<file path="config.mk">
export PLATFORM = sky130hd
export DESIGN_NAME = shiftreg_xfer_ctrl_flat
export DESIGN_NICKNAME = d
export VERILOG_FILES = /design/src/rtl/shiftreg_xfer_if.sv /design/src/rtl/shiftreg_xfer_ctrl.sv /design/src/flat_wrapper.sv
export SDC_FILE = /design/constraint.sdc
export NUM_CORES = 1
export LEC_CHECK = 0
export ABC_AREA = 1
export ABC_CLOCK_PERIOD_IN_PS = 1700
export CAP_MARGIN = 20
export CORE_MARGIN = 3
export CORE_UTILIZATION = 60
export DETAILED_ROUTE_END_ITERATION = 8
export DONT_BUFFER_PORTS = 1
export GPL_TIMING_DRIVEN = 0
export MAX_ROUTING_LAYER = met4
export PLACE_DENSITY_LB_ADDON = 0.12
export SETUP_SLACK_MARGIN = 0.3
export SKIP_CTS_REPAIR_TIMING = 1
export SLEW_MARGIN = 20
export SYNTH_ARGS = -nofsm -noshare
export SYNTH_HDL_FRONTEND = slang
export SYNTH_SLANG_ARGS = --single-unit
</file>
<file path="constraint.sdc">
create_clock -name clk -period 1.7 [get_ports clk]
set_clock_uncertainty 0.15 [all_clocks]
set_input_delay 0.17 -clock clk [delete_from_list [all_inputs] [get_ports clk]]
set_output_delay 0.17 -clock clk [all_outputs]
set_load 0.02 [all_outputs]
</file>
<file path="src/rtl/shiftreg_xfer_if.sv">
`default_nettype none
// ============================================================================
//  Module      : shiftreg_xfer_if
//  Description : Host-side bundle for shiftreg_xfer_ctrl. It carries the
//                parallel transmit handshake, the received-word report, the
//                abort request and the status outputs.
//  Revision    : 1.0 - initial release
// ----------------------------------------------------------------------------
//  Signals
//    tx_valid  host -> ctrl  a parallel word is offered
//    tx_data   host -> ctrl  word to transmit (N bits)
//    tx_ready  ctrl -> host  controller is idle and can take a word
//    abort     host -> ctrl  synchronous cancel of the current transfer
//    busy      ctrl -> host  a word is being shifted
//    bit_cnt   ctrl -> host  bits shifted so far in the current word
//    rx_valid  ctrl -> host  one-cycle pulse, rx_data holds a new word
//    rx_data   ctrl -> host  last completed received word
//  Modports
//    master    the host (CPU-side register block or testbench)
//    slave     the controller
// ============================================================================
interface shiftreg_xfer_if #(
  parameter int N  = 8,
  parameter int CW = $clog2(N)
);
  logic          tx_valid;
  logic [N-1:0]  tx_data;
  logic          tx_ready;
  logic          abort;
  logic          busy;
  logic [CW-1:0] bit_cnt;
  logic          rx_valid;
  logic [N-1:0]  rx_data;

  modport master (
    output tx_valid,
    output tx_data,
    output abort,
    input  tx_ready,
    input  busy,
    input  bit_cnt,
    input  rx_valid,
    input  rx_data
  );

  modport slave (
    input  tx_valid,
    input  tx_data,
    input  abort,
    output tx_ready,
    output busy,
    output bit_cnt,
    output rx_valid,
    output rx_data
  );
endinterface
`default_nettype wire

</file>
<file path="src/rtl/shiftreg_xfer_ctrl.sv">
`default_nettype none
// ============================================================================
//  Module      : shiftreg_xfer_ctrl
//  Description : Sequencer for an N-bit load/shift register. A word accepted
//                on the tx handshake is shifted out MSB-first on sout, one
//                bit per shift tick (every DIV clocks), while sin is shifted
//                in. After N ticks the received word is published on
//                rx_data with a one-cycle rx_valid pulse.
//  Revision    : 1.0 - initial release
// ----------------------------------------------------------------------------
//  Ports
//    clk         in   clock, rising edge
//    reset       in   asynchronous reset, active low
//    bus         --   host bundle (slave modport): tx handshake, abort,
//                     busy, bit_cnt, rx_valid, rx_data
//    sin         in   serial input, sampled on tick edges
//    sout        out  serial output, MSB of the shift register
//    shift_tick  out  high in the cycle whose closing edge shifts
// ============================================================================
module shiftreg_xfer_ctrl #(
  parameter int N   = 8,
  parameter int DIV = 1,
  parameter int CW  = $clog2(N)
) (
  input  wire logic          clk,
  input  wire logic          reset,
  shiftreg_xfer_if.slave     bus,
  input  wire logic          sin,
  output logic               sout,
  output logic               shift_tick
);

  // Divider counter needs at least one bit even when DIV == 1.
  localparam int            DW       = (DIV > 1) ? $clog2(DIV) : 1;
  localparam logic [DW-1:0] DIV_LAST = DW'(DIV - 1);
  localparam logic [CW-1:0] BIT_LAST = CW'(N - 1);

  typedef enum logic [0:0] {
    ST_IDLE  = 1'b0,
    ST_SHIFT = 1'b1
  } state_t;

  state_t        state_q,    state_d;
  logic [N-1:0]  q_q,        q_d;
  logic [CW-1:0] bit_cnt_q,  bit_cnt_d;
  logic [DW-1:0] div_cnt_q,  div_cnt_d;
  logic [N-1:0]  rx_data_q,  rx_data_d;
  logic          rx_valid_q, rx_valid_d;

  logic          tick;
  logic [N-1:0]  shifted;

  // ------------------------------------------------------------------------
  // State register
  // ------------------------------------------------------------------------
  always_ff @(posedge clk or negedge reset) begin
    if (!reset) begin
      state_q    <= ST_IDLE;
      q_q        <= '0;
      bit_cnt_q  <= '0;
      div_cnt_q  <= '0;
      rx_data_q  <= '0;
      rx_valid_q <= 1'b0;
    end else begin
      state_q    <= state_d;
      q_q        <= q_d;
      bit_cnt_q  <= bit_cnt_d;
      div_cnt_q  <= div_cnt_d;
      rx_data_q  <= rx_data_d;
      rx_valid_q <= rx_valid_d;
    end
  end

  // The divider sits at DIV_LAST in the last cycle of each bit period, so
  // the edge closing that cycle is the one that moves the register.
  assign tick    = (state_q == ST_SHIFT) && (div_cnt_q == DIV_LAST);
  assign shifted = {q_q[N-2:0], sin};

  // ------------------------------------------------------------------------
  // Next-state and datapath control
  // ------------------------------------------------------------------------
  always_comb begin
    state_d    = state_q;
    q_d        = q_q;
    bit_cnt_d  = bit_cnt_q;
    div_cnt_d  = div_cnt_q;
    rx_data_d  = rx_data_q;
    rx_valid_d = 1'b0;           // pulse: cleared unless completion re-asserts

    if (bus.abort) begin
      // Abort outranks load, shift and completion. The register keeps its
      // partially shifted contents; in IDLE it simply blocks the accept.
      if (state_q == ST_SHIFT) begin
        state_d   = ST_IDLE;
        bit_cnt_d = '0;
        div_cnt_d = '0;
      end
    end else begin
      case (state_q)
        ST_IDLE: begin
          if (bus.tx_valid) begin
            q_d       = bus.tx_data;
            bit_cnt_d = '0;
            div_cnt_d = '0;
            state_d   = ST_SHIFT;
          end
        end

        ST_SHIFT: begin
          if (tick) begin
            div_cnt_d = '0;
            q_d       = shifted;
            if (bit_cnt_q == BIT_LAST) begin
              // Last bit: publish the word and free the host side. q keeps
              // the received word so sout shows its MSB until the next load.
              rx_data_d  = shifted;
              rx_valid_d = 1'b1;
              bit_cnt_d  = '0;
              state_d    = ST_IDLE;
            end else begin
              bit_cnt_d = bit_cnt_q + CW'(1);
            end
          end else begin
            div_cnt_d = div_cnt_q + DW'(1);
          end
        end

        default: begin
          state_d = ST_IDLE;
        end
      endcase
    end
  end

  // ------------------------------------------------------------------------
  // Outputs
  // ------------------------------------------------------------------------
  assign sout         = q_q[N-1];
  assign shift_tick   = tick;
  assign bus.tx_ready = (state_q == ST_IDLE);
  assign bus.busy     = (state_q == ST_SHIFT);
  assign bus.bit_cnt  = bit_cnt_q;
  assign bus.rx_valid = rx_valid_q;
  assign bus.rx_data  = rx_data_q;

endmodule
`default_nettype wire
</file>
<file path="src/flat_wrapper.sv">
// flat-port wrapper written by rule: the top's interface ports become plain ports
module shiftreg_xfer_ctrl_flat 
#(
  parameter int N   = 8,
  parameter int DIV = 1,
  parameter int CW  = $clog2(N)
)
  (clk, reset, sin, sout, shift_tick, bus_tx_valid, bus_tx_data, bus_abort, bus_tx_ready, bus_busy, bus_bit_cnt, bus_rx_valid, bus_rx_data);
  shiftreg_xfer_if #(.N(N), .CW(CW)) bus_i ();
  input  wire logic clk;
  input  wire logic reset;
  input  wire logic sin;
  output logic sout;
  output logic shift_tick;
  input wire logic [$bits(bus_i.tx_valid)-1:0] bus_tx_valid;
  input wire logic [$bits(bus_i.tx_data)-1:0] bus_tx_data;
  input wire logic [$bits(bus_i.abort)-1:0] bus_abort;
  output wire logic [$bits(bus_i.tx_ready)-1:0] bus_tx_ready;
  output wire logic [$bits(bus_i.busy)-1:0] bus_busy;
  output wire logic [$bits(bus_i.bit_cnt)-1:0] bus_bit_cnt;
  output wire logic [$bits(bus_i.rx_valid)-1:0] bus_rx_valid;
  output wire logic [$bits(bus_i.rx_data)-1:0] bus_rx_data;
  assign bus_i.tx_valid = bus_tx_valid;
  assign bus_i.tx_data = bus_tx_data;
  assign bus_i.abort = bus_abort;
  assign bus_tx_ready = bus_i.tx_ready;
  assign bus_busy = bus_i.busy;
  assign bus_bit_cnt = bus_i.bit_cnt;
  assign bus_rx_valid = bus_i.rx_valid;
  assign bus_rx_data = bus_i.rx_data;
  shiftreg_xfer_ctrl #(.N(N), .DIV(DIV), .CW(CW)) u_core (.clk(clk), .reset(reset), .bus(bus_i), .sin(sin), .sout(sout), .shift_tick(shift_tick));
endmodule
</file>
==> run metrics, run 1 <==
status=finished, final reports clean; nature of the critical path startpoint=flip-flop; Final period util=0.8812; Distinct cells, synth=17; Mean Syn Cell Area=8.286 um2; leading area contributor after synthesis=dfrtp_1; Most common cell on crit path=ha_4; Worst Path Buf+Inv=2; post-synthesis cell count=127; IR Drop Worst-Case VDD=0.6842 mV; most common cell in the netlist=nand2_1; synth top area cells=dfrtp_1 52%, nand2_1 16%, inv_1 5.7%; Psw=0.3188 mW; WHS=0.04465 ns; met2 usage in global routing=0.2955; setup TNS=0 ns; die area=2292 um2; Synth top cells by count=44 x nand2_1, 22 x dfrtp_1, 16 x inv_1; Slew HR=0.3646; P_leak=between 0.6 and 0.7 nW; Most used DFF post-synth=dfrtp_1; asr flop ratio synth=1.000; IO Count=29; Post-synth EDFFs=0; Num CTS Buffers=3; largest net degree at the start of global routing=23; CTS root buf=clkbuf_4; I/O Buffers=0; Synth Net Count=about 140; Final Hold Vio Count=0; post-synthesis sequential area ratio=0.5232; mapped cell area=around 1100 um2; drt via density=between 5 and 6; initial antenna violation count=0; sequential share of power=0.522; Post-DP HPWL=~1500 um; initial drt markers=25; gpl congestion=approximately 0.81; Hold Path Class=in -> reg; Tmin final=1.498 ns; drc violations=0; Fill cells=86; row count=14; critical path class=reg -> reg; post-synth top area share=0.5232; Chip Height=47.88 um; Worst Path Required=1.82 ns; Sw Ratio=0.2679; Power Dens Cells=between 800 and 900 nW/um2; slowest stage delay, CP=slightly below 0.5 ns; CTS max path bufs=2; Antenna Nets Post-Route=0; Comb power frac=0.137; area grow syn2layout=25.80%; Die X=47.88 um; antenna cells=0; Clock transition at path regs=0.13 ns; number of synthesis warnings=0; Core Region=approximately 1600 um2; Power, Total=1.190 mW; RSZ-0062 raised after global routing=true; CP max FO=8; CTS sink count=22; met1 Usage GRT=0.2744; final std cells w/o fill=160; first-pass GRT wire length=3146 um; htree depth=1; placed cell count=143; CTS tree=yes; Initial Utilization=0.6675; nets=161; CP Cell Sequence=ha_4 -> ha_4 -> inv_2 -> nor2_4 -> buf_12 -> nand3_1 -> nand2_1; total grt overflow=0; final setup violation count=0; final WL=2321 um; Worst Max-Slew Pin Slew=0.9500 ns; CP delay by family, top=flip-flops; fraction of layout cells with a size suffix above 1=0.1944; Slew Limit Fails=0; Worst-Skew Late Latency=about 0.31 ns; Crit. End Element=flip-flop; CP max-delay cell=dfrtp_2; internal power=between 0.8 and 0.9 mW; WL per Instance=between 10 and 15 um; Total GRT Usage=0.2094; met3 Use GR=0.04887; clock power share=0.341; MaxCap Viol Count=0; f_max=667.6 MHz; GRT busiest layer=met2; vias in the first global route=709; Seq cells post-synth=22; DRT Pass-1 Iters=4; vias post-DR=886; Data arrival, critical path=1.61 ns
## flip-flops by register name (all words and copies together), names as in the netlist
register	count
u_core.bus.busy	1
u_core.bus.bit_cnt	3
u_core.q_q	8
u_core.bus.rx_data	8
u_core.bus.rx_valid	1
u_core.div_cnt_q	1
## worst reg2reg max path, stage by stage, from the launching register on
cell	delay, ns
dfrtp_2	0.49
ha_4	0.18
ha_4	0.13
inv_2	0.04
nor2_4	0.17
buf_12	0.14
nand3_1	0.07
nand2_1	0.07
## layout make-up
class	count	area [um2]	share of cell area
clock inverter	1	30.03	0.02268
timing repair buffer	13	140.1	0.1059
tap	16	20.02	0.01512
sequential	22	554.3	0.4187
buffer	4	35.03	0.02647
clock buffer	3	22.52	0.01701
inverter	16	60.06	0.04537
multi-input combinational	85	461.7	0.3488
## power groups by stage
stage / Combinational, mW / Clock [mW] / Sequential, mW
global route: 0.187 / 0.435 / 0.627
floorplan: 0.104 / 0 / 0.615
CTS: 0.125 / 0.407 / 0.617
detailed placement: 0.125 / 0 / 0.627
global placement: 0.118 / 0 / 0.625
finish: 0.163 / 0.406 / 0.621
## logic make-up (layout without fill, tap and decap cells)
family	count (synthesis)	count (layout)	share of synthesized area
adders and majority gates	3	3	0.03568
and+or+nand+nor	64	64	0.2687
AOI/OAI and AO/OA	18	18	0.08561
buffers and inverters	20	37	0.08679
DFF	22	22	0.5232
## metal layers
metal	share of wire	wire (um)
met1	0.47	1086
met2	0.47	1086
met3	0.051	119
met4	0.012	29
met5	0	0
## cell usage in the layout, fill, tap and decap left out, drive strengths merged
cell type and count:
nor2 3, ha 3, dlygate4sd3 12, dfrtp 22, clkbuf 3, buf 5, a21oi 9, bufinv 1
o21ai 9, inv 16, nand2 47, nand3 12, nor3 2
## path summary, 6_finish.rpt
check / from / to / slack, ns / cells after the start
worst min-delay path: bus_tx_valid / u_core.q_q[3] / 0.04 / 4
max in group asynchronous: reset / u_core.bus.busy / 0.48 / 1
worst min register to register: u_core.div_cnt_q / u_core.bus.rx_valid / 0.37 / 1
min in group asynchronous: reset / u_core.bus.rx_data[6] / 0.28 / 1
worst max register to register: u_core.bus.bit_cnt[0] / u_core.bus.rx_data[2] / 0.20 / 7
worst max-delay path: u_core.bus.bit_cnt[0] / u_core.bus.rx_data[2] / 0.20 / 7
## metrics by stage
stage / setup WS [ns] / area, um2 / utilization
after floorplan: 0.3137 / 1080 / -
after detailed placement: 0.1895 / 1100 / 0.6976
after global routing: 0.1479 / 1324 / 0.8397
after CTS: 0.1002 / 1152 / 0.7310
final: 0.2020 / 1324 / 0.8397
after global placement: 0.2276 / 1100 / 0.6976
Power figures use the tool's default switching activity.
==> inputs of run 2 (changes only) <==
--- a/config.mk
+++ b/config.mk
@@ -5,7 +5,6 @@
 export SDC_FILE = /design/constraint.sdc
 export NUM_CORES = 1
 export LEC_CHECK = 0
-export ABC_AREA = 1
 export ABC_CLOCK_PERIOD_IN_PS = 1700
 export CAP_MARGIN = 20
 export CORE_MARGIN = 3
@@ -13,7 +12,6 @@
 export DETAILED_ROUTE_END_ITERATION = 8
 export DONT_BUFFER_PORTS = 1
 export GPL_TIMING_DRIVEN = 0
-export MAX_ROUTING_LAYER = met4
 export PLACE_DENSITY_LB_ADDON = 0.12
 export SETUP_SLACK_MARGIN = 0.3
 export SKIP_CTS_REPAIR_TIMING = 1
==> run metrics, run 2 <==
final std cells w/o fill=116 (was 160); setup TNS=-0.07916 ns (was 0 ns); critical path class=reg -> reg (unchanged); initial drt markers=9 (was 25); largest net degree at the start of global routing=23 (unchanged); die area=2342 um2 (was 2292 um2); R2R depth=5 (was 7); most common cell in the netlist=dfrtp_1 (was nand2_1); nature of the critical path startpoint=flip-flop (unchanged); CTS max path bufs=2 (unchanged); failing checks=setup timing; Post-synth EDFFs=0 (unchanged); Distinct cells, synth=19 (was 17); Worst Max-Slew Pin Slew=0.9278 ns (was 0.9500 ns); Min-Delay Startpoint=bus_abort (was bus_tx_valid); sequential share of power=0.559 (was 0.522); met1 Usage GRT=0.2182 (was 0.2744); most common cell after layout, fill and taps aside=dfrtp_1 (was nand2_1); IO Count=29 (unchanged); WHS Path Cells=3 (was 4); GRT busiest layer=met2 (unchanged); post-synthesis sequential area ratio=0.5104 (was 0.5232); post-synthesis cell count=72 (was 127); antenna cells=0 (unchanged); htree depth=1 (unchanged); Sw Ratio=0.2523 (was 0.2679); DRT Pass-1 Iters=4 (unchanged); Total GRT Usage=0.1702 (was 0.2094); total grt overflow=0 (unchanged); nets=109 (was 161); placed cell count=96 (was 143); Synth top cells by count=22 x dfrtp_1, 18 x mux2_2, 8 x mux2_4 (was 44 x nand2_1, 22 x dfrtp_1, 16 x inv_1); met3 Use GR=0.04908 (was 0.04887); RR Endpoint=u_core.q_q[2] (was u_core.bus.rx_data[2]); Synth Net Count=88 (was 143); Post-DP HPWL=1313 um (was 1450 um); Chip Height=48.40 um (was 47.88 um); leading area contributor after synthesis=dfrtp_1 (unchanged); clock power share=0.239 (was 0.341); Most used DFF post-synth=dfrtp_1 (unchanged); Core Region=1594 um2 (was 1577 um2); fraction of layout cells with a size suffix above 1=0.5217 (was 0.1944); reg-to-reg setup timing slack=-0.01 ns (was 0.20 ns); gpl congestion=0.6914 (was 0.8131); drc violations=0 (unchanged); vias post-DR=641 (was 886); Worst-Skew Late Latency=0.30 ns (was 0.31 ns); asr flop ratio synth=1.000 (unchanged); P_leak=0.6289 nW (was 0.6964 nW); CTS tree=yes (unchanged); Slew HR=0.3794 (was 0.3646); met2 usage in global routing=0.2638 (was 0.2955); CTS sink count=22 (unchanged); Initial Utilization=0.6766 (was 0.6675); Mean Syn Cell Area=14.98 um2 (was 8.286 um2); CP max FO=8 (unchanged); final WL=2140 um (was 2321 um); Psw=0.2934 mW (was 0.3188 mW); vias in the first global route=652 (was 709); mapped cell area=1079 um2 (was 1052 um2); Num CTS Buffers=3 (unchanged); I/O Buffers=0 (unchanged); number of synthesis warnings=0 (unchanged); Die X=48.40 um (was 47.88 um); Final period util=1.008 (was 0.8812); Worst R2R Start=u_core.bus.busy (was u_core.bus.bit_cnt[0]); most frequent cells in the layout=19 x dfrtp_1, 17 x mux2_4, 12 x dlygate4sd3_1, 9 x mux2_2 (was 42 x nand2_1, 19 x dfrtp_1, 14 x inv_1, 12 x dlygate4sd3_1); first-pass GRT wire length=3125 um (was 3146 um); final setup violation count=11 (was 0); CTS root buf=clkbuf_4 (unchanged); f_max=583.6 MHz (was 667.6 MHz); synth top area cells=dfrtp_1 51%, mux2_2 19%, mux2_4 11% (was dfrtp_1 52%, nand2_1 16%, inv_1 5.7%); drt via density=5.526 (was 5.538); area grow syn2layout=30.97% (was 25.80%); Fill cells=66 (was 86); Comb power frac=0.202 (was 0.137); Data arrival, critical path=1.76 ns (was 1.61 ns); Hold Path Class=in -> reg (unchanged); Final Hold Vio Count=0 (unchanged); Seq cells post-synth=22 (unchanged); Clock transition at path regs=0.12 ns (was 0.13 ns); internal power=0.8691 mW (was 0.8713 mW); Worst Path Required=1.74 ns (was 1.82 ns); RSZ-0062 raised after global routing=true (unchanged); Antenna Nets Post-Route=0 (unchanged); post-synth top area share=0.5104 (was 0.5232); row count=14 (unchanged); final worst slack=-0.01336 ns (was 0.2020 ns); Hold Path Sink=u_core.q_q[3] (unchanged); Tmin final=1.713 ns (was 1.498 ns); Power Dens Cells=822.9 nW/um2 (was 899.1 nW/um2); IR Drop Worst-Case VDD=0.5968 mV (was 0.6842 mV); initial antenna violation count=0 (unchanged); Slew Limit Fails=0 (unchanged); status=finished with violations (was finished, final reports clean); WL per Instance=18.45 um (was 14.51 um); MaxCap Viol Count=0 (unchanged); Crit. End Element=flip-flop (unchanged)
-- run 2: worst max-delay path, stage by stage, from the launching register on --
cell and delay [ns]:
dfrtp_2 0.45, buf_6 0.16, nor2b_4 0.25, o21ba_4 0.16, buf_8 0.14, mux2_4 0.30
-- run 2: worst max path at each step --
| stage | startpoint | end | slack [ns] | depth (start not counted) |
|---|---|---|---|---|
| detailed placement | u_core.bus.bit_cnt[0] | u_core.bus.rx_data[0] | -0.20 | 4 |
| global route | u_core.bus.bit_cnt[0] | u_core.bus.rx_data[3] | -0.09 | 5 |
| finish | u_core.bus.busy | u_core.q_q[2] | -0.01 | 5 |
| floorplan | u_core.bus.bit_cnt[0] | u_core.bus.rx_data[0] | -0.004 | 4 |
| CTS | u_core.bus.bit_cnt[0] | u_core.bus.rx_data[0] | -0.19 | 4 |
| global placement | u_core.bus.bit_cnt[0] | u_core.bus.rx_data[5] | -0.16 | 4 |
-- run 2: final cells by class --
cell class	instances	area [um2]	area share
multi-input combinational	44	559.3	0.3959
sequential	22	554.3	0.3924
timing repair buffer	16	162.7	0.1151
buffer	3	46.29	0.03277
clock buffer	4	36.28	0.02569
tap	24	30.03	0.02126
inverter	3	23.77	0.01683
-- run 2: per-stage QoR --
| stage | setup slack [ns] | hold WS [ns] | util | area, um2 | power [mW] |
|---|---|---|---|---|---|
| after floorplan | -0.004156 | -0.2756 | - | 1124 | 0.8044 |
| after global placement | -0.1650 | -0.2751 | 0.7237 | 1154 | 0.8274 |
| after detailed placement | -0.1991 | -0.2751 | 0.7237 | 1154 | 0.8376 |
| after CTS | -0.1907 | -0.6149 | 0.7465 | 1190 | 1.117 |
| after global routing | -0.09141 | 0.1874 | 0.8862 | 1413 | 1.224 |
| final | -0.01336 | 0.2034 | 0.8862 | 1413 | 1.162 |
-- run 2: kinds of logic after synthesis --
logic type | share of synthesized area
compound gates | 0.03016
buf+inv | 0.03596
fa+ha+maj | 0.03481
mux | 0.2993
simple gates | 0.08932
flops | 0.5104
-- run 2: power by group through the flow --
stage	clock [mW]	sequential [mW]	combinational, mW
2_1_floorplan	0	0.639	0.166
3_3_place_gp	0	0.651	0.176
3_5_place_dp	0	0.655	0.183
4_1_cts	0.286	0.647	0.183
5_1_grt	0.314	0.658	0.251
6_report	0.278	0.650	0.235
-- run 2: routing by layer --
| metal | part of all wire | wire [um] | up-vias |
|---|---|---|---|
| met5 | 0 | 0 | - |
| met4 | 0.0061 | 13 | 0 |
| met3 | 0.060 | 128 | 2 |
| met2 | 0.50 | 1066 | 21 |
| met1 | 0.44 | 932 | 324 |
| li1 | - | - | 294 |
==> inputs of run 3 (changes only) <==
--- a/config.mk
+++ b/config.mk
@@ -5,7 +5,6 @@
 export SDC_FILE = /design/constraint.sdc
 export NUM_CORES = 1
 export LEC_CHECK = 0
-export ABC_CLOCK_PERIOD_IN_PS = 1700
 export CAP_MARGIN = 20
 export CORE_MARGIN = 3
 export CORE_UTILIZATION = 60
@@ -13,6 +12,7 @@
 export DONT_BUFFER_PORTS = 1
 export GPL_TIMING_DRIVEN = 0
 export PLACE_DENSITY_LB_ADDON = 0.12
+export REMOVE_ABC_BUFFERS = 1
 export SETUP_SLACK_MARGIN = 0.3
 export SKIP_CTS_REPAIR_TIMING = 1
 export SLEW_MARGIN = 20
==> run metrics, run 3 (synthesis gave the netlist of run 2 again) <==
Total GRT Usage=0.1715 (was 0.1702); CTS max path bufs=2 (unchanged); MaxCap Viol Count=0 (unchanged); Most common cell on crit path=ha_4; final setup violation count=8 (was 11); Power Dens Cells=907.5 nW/um2 (was 822.9 nW/um2); most frequent cells in the layout=19 x dfrtp_1, 17 x mux2_4, 12 x dlygate4sd3_1, 9 x mux2_2, 3 x clkbuf_4 (was 19 x dfrtp_1, 17 x mux2_4, 12 x dlygate4sd3_1, 9 x mux2_2); vias post-DR=656 (was 641); Finished Core Util=0.8736 (was 0.8862); Slew Limit Fails=0 (unchanged); initial antenna violation count=0 (unchanged); final std cells w/o fill=114 (was 116); total grt overflow=0 (unchanged); Core Region=1594 um2 (unchanged); Final Hold Vio Count=0 (unchanged); Initial Utilization=0.6766 (unchanged); IO Count=29 (unchanged); first-pass GRT wire length=3174 um (was 3125 um); setup TNS=-0.1617 ns (was -0.07916 ns); final WL=2150 um (was 2140 um); Worst Path Required=1.74 ns (about the same); failing checks=setup timing (unchanged); antenna cells=0 (unchanged); largest net degree at the start of global routing=23 (unchanged); origin of the worst setup path=u_core.bus.bit_cnt[0] (was u_core.bus.busy); worst slack, placed=-0.5450 ns (was -0.1991 ns); gpl congestion=0.7112 (was 0.6914); CTS tree=yes (unchanged); Tmin final=1.731 ns (was 1.713 ns); Post-DP HPWL=1231 um (was 1313 um); Clock transition at path regs=0.12 ns (about the same); Worst R2R Start=u_core.bus.bit_cnt[0] (was u_core.bus.busy); Data arrival, critical path=1.78 ns (was 1.76 ns); die area=2342 um2 (unchanged); Crit. End Element=flip-flop (unchanged); Worst-Skew Late Latency=0.30 ns (about the same); nets=107 (was 109); critical path class=reg -> reg (unchanged); Power, Total=1.264 mW (was 1.162 mW); Chip Height=48.40 um (unchanged); Worst Max-Slew Pin Slew=0.9650 ns (was 0.9278 ns); RSZ-0062 raised after global routing=true (unchanged); Slew HR=0.3545 (was 0.3794); CP max-delay cell=dfrtp_2 (unchanged); CP Cell Sequence=ha_4 -> ha_4 -> nor3b_4 -> buf_6 -> mux2_4 (was buf_6 -> nor2b_4 -> o21ba_4 -> buf_8 -> mux2_4); WHS=0.01970 ns (was 0.2034 ns); drt via density=5.754 (was 5.526); WL per Instance=18.86 um (was 18.45 um); Min-Delay Startpoint=bus_tx_valid (was bus_abort); most common cell after layout, fill and taps aside=dfrtp_1 (unchanged); P_leak=0.6145 nW (was 0.6289 nW); post-route cell area=1393 um2 (was 1413 um2); placed cell count=93 (was 96); DRT Pass-1 Iters=4 (unchanged); status=finished with violations (unchanged); htree depth=1 (unchanged); CTS sink count=22 (unchanged); area grow syn2layout=29.12% (was 30.97%); fraction of layout cells with a size suffix above 1=0.5222 (was 0.5217); row count=14 (unchanged); CP max FO=4 (was 8); placed instance area=1081 um2 (was 1154 um2); CTS root buf=clkbuf_4 (unchanged); initial drt markers=14 (was 9); drc violations=0 (unchanged); Die X=48.40 um (unchanged); Hold Path Class=in -> reg (unchanged); vias in the first global route=678 (was 652); Final period util=1.018 (was 1.008); Fill cells=68 (was 66); f_max=577.6 MHz (was 583.6 MHz); slowest stage delay, CP=0.49 ns (was 0.45 ns); Antenna Nets Post-Route=0 (unchanged); nature of the critical path startpoint=flip-flop (unchanged); I/O Buffers=0 (unchanged); IR Drop Worst-Case VDD=0.5927 mV (was 0.5968 mV); final worst slack=-0.03117 ns (was -0.01336 ns); Num CTS Buffers=3 (unchanged)
==> run 3: cell type report <==
class                           count  area (um2)  share of cell area
Multi-Input combinational cell     44       568.0              0.4079
Sequential cell                    22       556.8              0.3998
Timing Repair Buffer               17       170.2              0.1222
Clock inverter                      1       30.03             0.02156
Tap cell                           24       30.03             0.02156
Clock buffer                        3       22.52             0.01617
Inverter                            3       15.01             0.01078
==> run 3: path summary, 6_finish.rpt <==
check / slack (ns) / to / depth (start not counted)
hold / removal: 0.02 / u_core.div_cnt_q / 2
setup reg to reg: -0.03 / u_core.bus.rx_data[6] / 5
setup / recovery: -0.03 / u_core.bus.rx_data[6] / 5
min in group asynchronous: 0.30 / u_core.q_q[3] / 1
max in group asynchronous: 0.41 / u_core.bus.busy / 1
hold reg to reg: 0.40 / u_core.q_q[6] / 1
==> run 3: layer usage <==
layer | wire length, um | vias to the layer above | share of wire | GRT usage
li1 | - | 290 | - | -
met1 | 913 | 342 | 0.42 | 0.2121
met2 | 1127 | 22 | 0.52 | 0.2982
met3 | 95 | 2 | 0.044 | 0.03681
met4 | 14 | 0 | 0.0065 | 0.05687
met5 | 0 | - | 0 | 0
==> run 3: power breakdown <==
part           total [mW]  leakage, nW  switching (mW)  internal (mW)
clock network       0.394       0.0279           0.156          0.238
registers           0.654        0.283          0.0709          0.583
logic               0.216        0.303          0.0689          0.147
total                1.26        0.614           0.296          0.968
==> run 3: worst max-delay path: cells and delay by family, from the launching register on <==
family,cells,cell delay [ns]
DFF,1,0.49
adders and majority gates,2,0.30
muxes,1,0.30
and+or+nand+nor,1,0.23
buffers and inverters,1,0.16
